$ cat src/rtl/mult_ctrl_pkg.sv
// Shared types and defaults for the multiplier issue controller and its result FIFO.
package mult_ctrl_pkg;

    localparam int DATA_W_DEF     = 32;
    localparam int TAG_W_DEF      = 6;
    localparam int LATENCY_DEF    = 4;
    localparam int FIFO_DEPTH_DEF = 4;

    typedef struct packed {
        logic [DATA_W_DEF-1:0] data;
        logic [TAG_W_DEF-1:0]  tag;
    } result_t;

    // A credit counter must be able to hold the value FIFO_DEPTH itself.
    function automatic int credit_w(input int depth);
        return $clog2(depth + 1);
    endfunction

endpackage

$ cat src/rtl/mult_issue_ctrl_if.sv
// Issue-queue and CDB handshake bundle for mult_issue_ctrl; the flush wire exists only with MULT_FLUSH_EN.
interface mult_issue_ctrl_if
    import mult_ctrl_pkg::*;
#(
    parameter int DATA_W = DATA_W_DEF,
    parameter int TAG_W  = TAG_W_DEF
);

    logic              issuemult_enable;
    logic              issuemult_ready;
    logic [DATA_W-1:0] issuemult_rsdata;
    logic [DATA_W-1:0] issuemult_rtdata;
    logic [TAG_W-1:0]  issuemult_rdtag;
    logic              cdb_valid;
    logic              cdb_grant;
    logic [DATA_W-1:0] cdb_data;
    logic [TAG_W-1:0]  cdb_rdtag;
`ifdef MULT_FLUSH_EN
    logic              flush;

    modport slave (
        input  issuemult_enable, issuemult_rsdata, issuemult_rtdata, issuemult_rdtag,
        input  cdb_grant, flush,
        output issuemult_ready, cdb_valid, cdb_data, cdb_rdtag
    );
    modport master (
        output issuemult_enable, issuemult_rsdata, issuemult_rtdata, issuemult_rdtag,
        output cdb_grant, flush,
        input  issuemult_ready, cdb_valid, cdb_data, cdb_rdtag
    );
`else
    modport slave (
        input  issuemult_enable, issuemult_rsdata, issuemult_rtdata, issuemult_rdtag,
        input  cdb_grant,
        output issuemult_ready, cdb_valid, cdb_data, cdb_rdtag
    );
    modport master (
        output issuemult_enable, issuemult_rsdata, issuemult_rtdata, issuemult_rdtag,
        output cdb_grant,
        input  issuemult_ready, cdb_valid, cdb_data, cdb_rdtag
    );
`endif

endinterface

$ cat src/rtl/mult_result_fifo.sv
// Synchronous result FIFO with wrap-bit pointers; MULT_FLUSH_EN adds a single-cycle flush.
module mult_result_fifo #(
    parameter int DEPTH = 4,
    parameter int WIDTH = 38
) (
    input  logic             clk,
    input  logic             reset,
`ifdef MULT_FLUSH_EN
    input  logic             flush,
`endif
    input  logic             push,
    input  logic [WIDTH-1:0] push_data,
    input  logic             pop,
    output logic [WIDTH-1:0] pop_data,
    output logic             empty,
    output logic             full
);

    localparam int PTR_W = $clog2(DEPTH);

    logic [PTR_W:0]   wr_ptr;
    logic [PTR_W:0]   rd_ptr;
    logic [WIDTH-1:0] mem [DEPTH];
    logic             clear;
    logic             do_push;
    logic             do_pop;

`ifdef MULT_FLUSH_EN
    assign clear = reset | flush;
`else
    assign clear = reset;
`endif

    assign empty   = (wr_ptr == rd_ptr);
    assign full    = (wr_ptr[PTR_W] != rd_ptr[PTR_W]) &&
                     (wr_ptr[PTR_W-1:0] == rd_ptr[PTR_W-1:0]);
    assign do_push = push & ~full;
    assign do_pop  = pop & ~empty;

    // The head reads as zero while empty so the outputs are defined right after reset.
    assign pop_data = empty ? '0 : mem[rd_ptr[PTR_W-1:0]];

    always_ff @(posedge clk) begin
        if (clear) begin
            wr_ptr <= '0;
            rd_ptr <= '0;
        end else begin
            if (do_push) wr_ptr <= wr_ptr + 1'b1;
            if (do_pop)  rd_ptr <= rd_ptr + 1'b1;
        end
    end

    always_ff @(posedge clk) begin
        if (do_push) mem[wr_ptr[PTR_W-1:0]] <= push_data;
    end

endmodule

$ cat src/rtl/mult_issue_ctrl.sv
// Issue/completion sequencer around a fixed-latency multiplier core; MULT_FLUSH_EN adds flush recovery.
// mult_p is captured together with tag pipe stage LATENCY-1.
module mult_issue_ctrl
    import mult_ctrl_pkg::*;
#(
    parameter int LATENCY    = LATENCY_DEF,
    parameter int FIFO_DEPTH = FIFO_DEPTH_DEF,
    parameter int DATA_W     = DATA_W_DEF,
    parameter int TAG_W      = TAG_W_DEF
) (
    input  logic              clk,
    input  logic              reset,
    mult_issue_ctrl_if.slave  bus,
    output logic [DATA_W-1:0] mult_a,
    output logic [DATA_W-1:0] mult_b,
    input  logic [DATA_W-1:0] mult_p
);

    localparam int CNT_W   = credit_w(FIFO_DEPTH);
    localparam int ENTRY_W = DATA_W + TAG_W;

    logic               flush_now;
    logic               accept;
    logic               pop;
    logic               fifo_empty;
    logic               fifo_full;
    logic [CNT_W-1:0]   credit_cnt;
    logic [LATENCY-1:0] pipe_vld;
    logic [TAG_W-1:0]   pipe_tag [LATENCY];
    logic [ENTRY_W-1:0] head;

`ifdef MULT_FLUSH_EN
    assign flush_now = bus.flush;
`else
    assign flush_now = 1'b0;
`endif

    // Credits cover every op in the core and in the FIFO, so the core never needs to stall.
    assign bus.issuemult_ready = (credit_cnt < CNT_W'(FIFO_DEPTH)) && !flush_now;
    assign accept              = bus.issuemult_enable & bus.issuemult_ready;
    assign pop                 = bus.cdb_valid & bus.cdb_grant & ~flush_now;

    always_ff @(posedge clk) begin
        if (reset) begin
            mult_a <= '0;
            mult_b <= '0;
        end else if (accept) begin
            mult_a <= bus.issuemult_rsdata;
            mult_b <= bus.issuemult_rtdata;
        end
    end

    always_ff @(posedge clk) begin
        if (reset) begin
            pipe_vld <= '0;
            for (int i = 0; i < LATENCY; i++) pipe_tag[i] <= '0;
        end else begin
            pipe_vld[0] <= accept & ~flush_now;
            if (accept) pipe_tag[0] <= bus.issuemult_rdtag;
            for (int i = 1; i < LATENCY; i++) begin
                pipe_vld[i] <= pipe_vld[i-1] & ~flush_now;
                pipe_tag[i] <= pipe_tag[i-1];
            end
        end
    end

    always_ff @(posedge clk) begin
        if (reset || flush_now) begin
            credit_cnt <= '0;
        end else begin
            case ({accept, pop})
                2'b10:   credit_cnt <= credit_cnt + CNT_W'(1);
                2'b01:   credit_cnt <= credit_cnt - CNT_W'(1);
                default: credit_cnt <= credit_cnt;
            endcase
        end
    end

    mult_result_fifo #(
        .DEPTH (FIFO_DEPTH),
        .WIDTH (ENTRY_W)
    ) u_fifo (
        .clk       (clk),
        .reset     (reset),
`ifdef MULT_FLUSH_EN
        .flush     (flush_now),
`endif
        .push      (pipe_vld[LATENCY-1]),
        .push_data ({mult_p, pipe_tag[LATENCY-1]}),
        .pop       (pop),
        .pop_data  (head),
        .empty     (fifo_empty),
        .full      (fifo_full)
    );

    assign bus.cdb_valid = ~fifo_empty;
    assign bus.cdb_data  = head[ENTRY_W-1:TAG_W];
    assign bus.cdb_rdtag = head[TAG_W-1:0];

    // A completing op must always find room; the credit scheme makes this impossible to violate.
    assert property (@(posedge clk) disable iff (reset)
        !(pipe_vld[LATENCY-1] && fifo_full && !pop && !flush_now));

endmodule

$ cat src/flat_wrapper.sv
// flat-port wrapper written by rule: the top's interface ports become plain ports
module mult_issue_ctrl_flat import mult_ctrl_pkg::*;
#(
    parameter int LATENCY    = LATENCY_DEF,
    parameter int FIFO_DEPTH = FIFO_DEPTH_DEF,
    parameter int DATA_W     = DATA_W_DEF,
    parameter int TAG_W      = TAG_W_DEF
)
  (clk, reset, mult_a, mult_b, mult_p, bus_issuemult_enable, bus_issuemult_rsdata, bus_issuemult_rtdata, bus_issuemult_rdtag, bus_cdb_grant, bus_issuemult_ready, bus_cdb_valid, bus_cdb_data, bus_cdb_rdtag);
  mult_issue_ctrl_if #(.DATA_W(DATA_W), .TAG_W(TAG_W)) bus_i ();
  input  logic clk;
  input  logic reset;
  output logic [DATA_W-1:0] mult_a;
  output logic [DATA_W-1:0] mult_b;
  input  logic [DATA_W-1:0] mult_p;
  input wire logic [$bits(bus_i.issuemult_enable)-1:0] bus_issuemult_enable;
  input wire logic [$bits(bus_i.issuemult_rsdata)-1:0] bus_issuemult_rsdata;
  input wire logic [$bits(bus_i.issuemult_rtdata)-1:0] bus_issuemult_rtdata;
  input wire logic [$bits(bus_i.issuemult_rdtag)-1:0] bus_issuemult_rdtag;
  input wire logic [$bits(bus_i.cdb_grant)-1:0] bus_cdb_grant;
  output wire logic [$bits(bus_i.issuemult_ready)-1:0] bus_issuemult_ready;
  output wire logic [$bits(bus_i.cdb_valid)-1:0] bus_cdb_valid;
  output wire logic [$bits(bus_i.cdb_data)-1:0] bus_cdb_data;
  output wire logic [$bits(bus_i.cdb_rdtag)-1:0] bus_cdb_rdtag;
  assign bus_i.issuemult_enable = bus_issuemult_enable;
  assign bus_i.issuemult_rsdata = bus_issuemult_rsdata;
  assign bus_i.issuemult_rtdata = bus_issuemult_rtdata;
  assign bus_i.issuemult_rdtag = bus_issuemult_rdtag;
  assign bus_i.cdb_grant = bus_cdb_grant;
  assign bus_issuemult_ready = bus_i.issuemult_ready;
  assign bus_cdb_valid = bus_i.cdb_valid;
  assign bus_cdb_data = bus_i.cdb_data;
  assign bus_cdb_rdtag = bus_i.cdb_rdtag;
  mult_issue_ctrl #(.LATENCY(LATENCY), .FIFO_DEPTH(FIFO_DEPTH), .DATA_W(DATA_W), .TAG_W(TAG_W)) u_core (.clk(clk), .reset(reset), .bus(bus_i), .mult_a(mult_a), .mult_b(mult_b), .mult_p(mult_p));
endmodule
$ cat config.mk
export PLATFORM = sky130hd
export DESIGN_NAME = mult_issue_ctrl_flat
export DESIGN_NICKNAME = d
export VERILOG_FILES = /design/src/rtl/mult_ctrl_pkg.sv /design/src/rtl/mult_issue_ctrl_if.sv /design/src/rtl/mult_result_fifo.sv /design/src/rtl/mult_issue_ctrl.sv /design/src/flat_wrapper.sv
export SDC_FILE = /design/constraint.sdc
export NUM_CORES = 1
export LEC_CHECK = 0
export ABC_CLOCK_PERIOD_IN_PS = 4500
export BUFFER_PORTS_ARGS = -buffer_cell sky130_fd_sc_hd__buf_2
export CAP_MARGIN = 40
export CORE_MARGIN = 2
export CORE_UTILIZATION = 45
export DETAILED_ROUTE_END_ITERATION = 8
export GPL_ROUTABILITY_DRIVEN = 0
export MAX_ROUTING_LAYER = met4
export PLACE_DENSITY = 0.74
export SLEW_MARGIN = 30
export SYNTH_ARGS = -nofsm -noshare
export SYNTH_HDL_FRONTEND = slang
export SYNTH_SLANG_ARGS = --single-unit
export TNS_END_PERCENT = 100
$ cat constraint.sdc
create_clock -name clk -period 4.5 [get_ports clk]
set_clock_uncertainty 0.05 [all_clocks]
set_input_delay 0.225 -clock clk [delete_from_list [all_inputs] [get_ports clk]]
set_output_delay 0.225 -clock clk [all_outputs]
set_load 0.01 [all_outputs]
==> metrics.md <==
| Metric | Value |
|---|---|
| Status | `finished clean` |
| Worst-Skew Late Latency | `roughly 0.52 ns` |
| CTS clock-pin slew for the worst setup and hold paths | `around 0.060 ns` |
| Met1 usage | `24.2%` |
| VDD IR max | `around 0.00033 V` |
| Starting DRT DRC Count | `366` |
| Num ports | `210` |
| EDFF count, synth | `about 150` |
| Met3 usage | `4.04%` |
| Commonest non-fill, non-tap cells in the layout | `208 x buf_2, 152 x edfxtp_1, 144 x nand2_1` |
| Finished Layout Cells | `approximately 1,300` |
| Min-Delay Path Class | `input port to register` |
| Largest net degree at the start of global routing | `slightly above 70` |
| Routed wire per std cell | `roughly 16 µm` |
| Die Width | `between 100 and 150 µm` |
| Endpoints failing hold | `0` |
| Final wirelength | `between 20,000 and 25,000 µm` |
| Crit end category | `output port` |
| Yosys cell types | `34` |
| Final worst path period share | `between 50% and 60%` |
| Data arrival, critical path | `roughly 2.3 ns` |
| Port bufs | `~210` |
| Worst slew pin tran | `around 0.74 ns` |
| Initial antenna violation count | `0` |
| CORE AREA | `between 20,000 and 25,000 µm²` |
| Placed Cells | `between 1,000 and 1,500` |
| Commonest non-fill, non-tap cell in the layout | `buf_2` |
| CTS tree | `built` |
| Die area | `about 22,000 µm²` |
| Power density over the cells | `443 nW/µm²` |
| FMAX | `390 MHz` |
| CTS root buffer | `clkbuf_16` |
| Most used routing layer | `met2` |
| Total Nets Final | `roughly 1,100` |
| Grt ovf | `0` |
| DR pass1 iterations | `4` |
| Asr flop ratio synth | `0%` |
| Critical path peak fanout | `12` |
| Final setup fails | `0` |
| Slew headroom | `50.7%` |
| Fin crit period | `2.57 ns` |
| Crit path required time | `between 4 and 5 ns` |
| RSZ-0062 raised after global routing | `no` |
| Ys Warns | `0` |
| CTS sink cnt | `255` |
| Syn_nets | `about 790` |
| Setup Crit Path Kind | `register to output port` |
| Routing usage on met2 | `32.2%` |
| Post-synth top flop | `edfxtp_1` |
| Final setup TNS | `0 ns` |
| Max-Cap Viols | `0` |
| Number of global-route vias before repair | `6,592` |
| Chip height | `approximately 150 µm` |
| Flops & latches, synth | `roughly 260` |
| First-pass GRT wire length | `approximately 33,000 µm` |
| Leak | `between 4 and 5 nW` |
| Remaining antenna violation count after routing | `0` |
| Setup crit start kind | `register` |
| Initial Util | `a little under half` |
| Via count | `around 6,400` |
| Drt via density | `around 5.0` |
| Core Rows | `52` |
| Diodes inserted | `0` |
| Post-synthesis area per instance | `approximately 14 µm²` |
| Clock buffer depth | `3` |
| Share of cells above drive strength 1 | `between 30% and 40%` |
| DPL Wire Length | `around 11,000 µm` |
| Mapped Cells | `between 600 and 700` |
| Overall routing resource usage | `just under 20%` |
| P&R area growth vs syn | `33.3%` |
| CTS buffer count | `26` |
| Final Max Tran Viols | `0` |
| Drt drc | `0` |
| Register area share after synthesis | `between 70% and 80%` |
| Clock H-tree levels | `1` |
| Mapped cell area | `9440 µm²` |
==> critical path, stage by stage (launching register included) <==
cell and delay (ns):
dfxtp_2 0.58, buf_4 0.34, mux4_2 0.54, nor2b_1 0.15, buf_2 0.16
==> power by group <==
group | switching (mW) | total (mW) | leakage (nW) | internal (mW)
combinational | 0.473 | 0.925 | 2.24 | 0.452
clock | 0.869 | 2.04 | 0.401 | 1.17
sequential | 0.0650 | 2.61 | 2.22 | 2.55
==> final timing paths <==
check / start / end / slack [ns] / depth (start not counted)
worst max register to register: u_core.u_fifo.wr_ptr[0]$_SDFFE_PP0N_ / u_core.credit_cnt[2]$_SDFFE_PP0P_ / 2.08 / 9
worst min-delay path: bus_cdb_grant / register / 0.06 / 3
worst max-delay path: register / bus_cdb_data[5] / 1.93 / 4
worst min register to register: u_core.pipe_tag[1][4]$_DFF_P_ / u_core.pipe_tag[2][4]$_SDFF_PP0_ / 0.38 / 1
==> synth_stat cells (2+ instances only) <==
| cell | n | area [µm²] |
|---|---|---|
| mux4_2 | 38 | 856 |
| buf_2 | 10 | 50.1 |
| buf_6 | 3 | 33.8 |
| inv_1 | 10 | 37.5 |
| xnor2_1 | 3 | 26.3 |
| nor2b_1 | 63 | 394 |
| nand3_1 | 5 | 25.0 |
| a22oi_1 | 2 | 15.0 |
| xor2_1 | 4 | 35.0 |
| buf_1 | 7 | 26.3 |
| and2_1 | 4 | 25.0 |
| a211o_1 | 2 | 17.5 |
| nor2_1 | 5 | 18.8 |
| clkbuf_1 | 18 | 67.6 |
| dfxtp_1 | 103 | 2060 |
| a21oi_1 | 72 | 360 |
| nand4_1 | 6 | 37.5 |
| nor3b_1 | 2 | 15.0 |
| a31oi_1 | 3 | 18.8 |
| o21ai_0 | 5 | 25.0 |
| o211ai_1 | 2 | 15.0 |
| edfxtp_1 | 152 | 4560 |
| ha_1 | 6 | 75.1 |
| nand2_1 | 144 | 541 |
==> state kept, by name, indices dropped and copies added, names as in the netlist, named ones only <==
| name | flops |
|---|---|
| u_core.mult_a | 32 |
| u_core.u_fifo.mem | 152 |
| u_core.u_fifo.wr_ptr | 3 |
| u_core.pipe_tag | 24 |
| u_core.u_fifo.rd_ptr | 3 |
| u_core.credit_cnt | 3 |
| u_core.mult_b | 32 |
| u_core.pipe_vld | 4 |
==> area by class of cell <==
cell class                      count  area (µm²)
Clock buffer                       34         746
Clock inverter                     13        72.6
Fill cell                        1480        7850
Inverter                           11        41.3
Multi-Input combinational cell    374        2610
Sequential cell                   255        6630
Tap cell                          270         338
Timing Repair Buffer              318        2150
==> cells by family after synthesis <==
family | count (synthesis) | synth area share, %
flip-flops | 255 | 70.2
multiplexers | 38 | 9.07
AND/OR/NAND/NOR | 233 | 11.5
XOR/XNOR | 8 | 0.822
buffers and inverters | 50 | 2.40
adder cells (fa/ha/maj) | 7 | 1.01
AO/OA/AOI/OAI | 88 | 4.99
==> through the flow <==
stage                     util, %  setup slack, ns  total power, mW  cell area (µm²)  hold WS (ns)
after floorplan                 -             2.09             3.22             9440         0.274
after global placement       52.4             2.00             3.49            10700         0.368
after detailed placement     52.6             2.09             3.52            10700         0.371
after CTS                    61.6             1.89             5.62            12600        0.0483
after global routing         61.6             1.76             5.81            12600        0.0783
final                        61.6             1.93             5.58            12600        0.0589
==> metal layers <==
metal  vias to the layer above  wire [µm]
met5                         -          0
met4                         0        440
met3                        38       1750
met2                       296      10100
met1                      3027       8550
li1                       3028          -
==> what timing repair did <==
action | in CTS | in global routing
setup buffers | 0 | 0
endpoints found under the hold margin | 198 | 0
gates resized for setup | 0 | 0
hold buffers | 102 | 0
(Power assumes the default switching activity.)
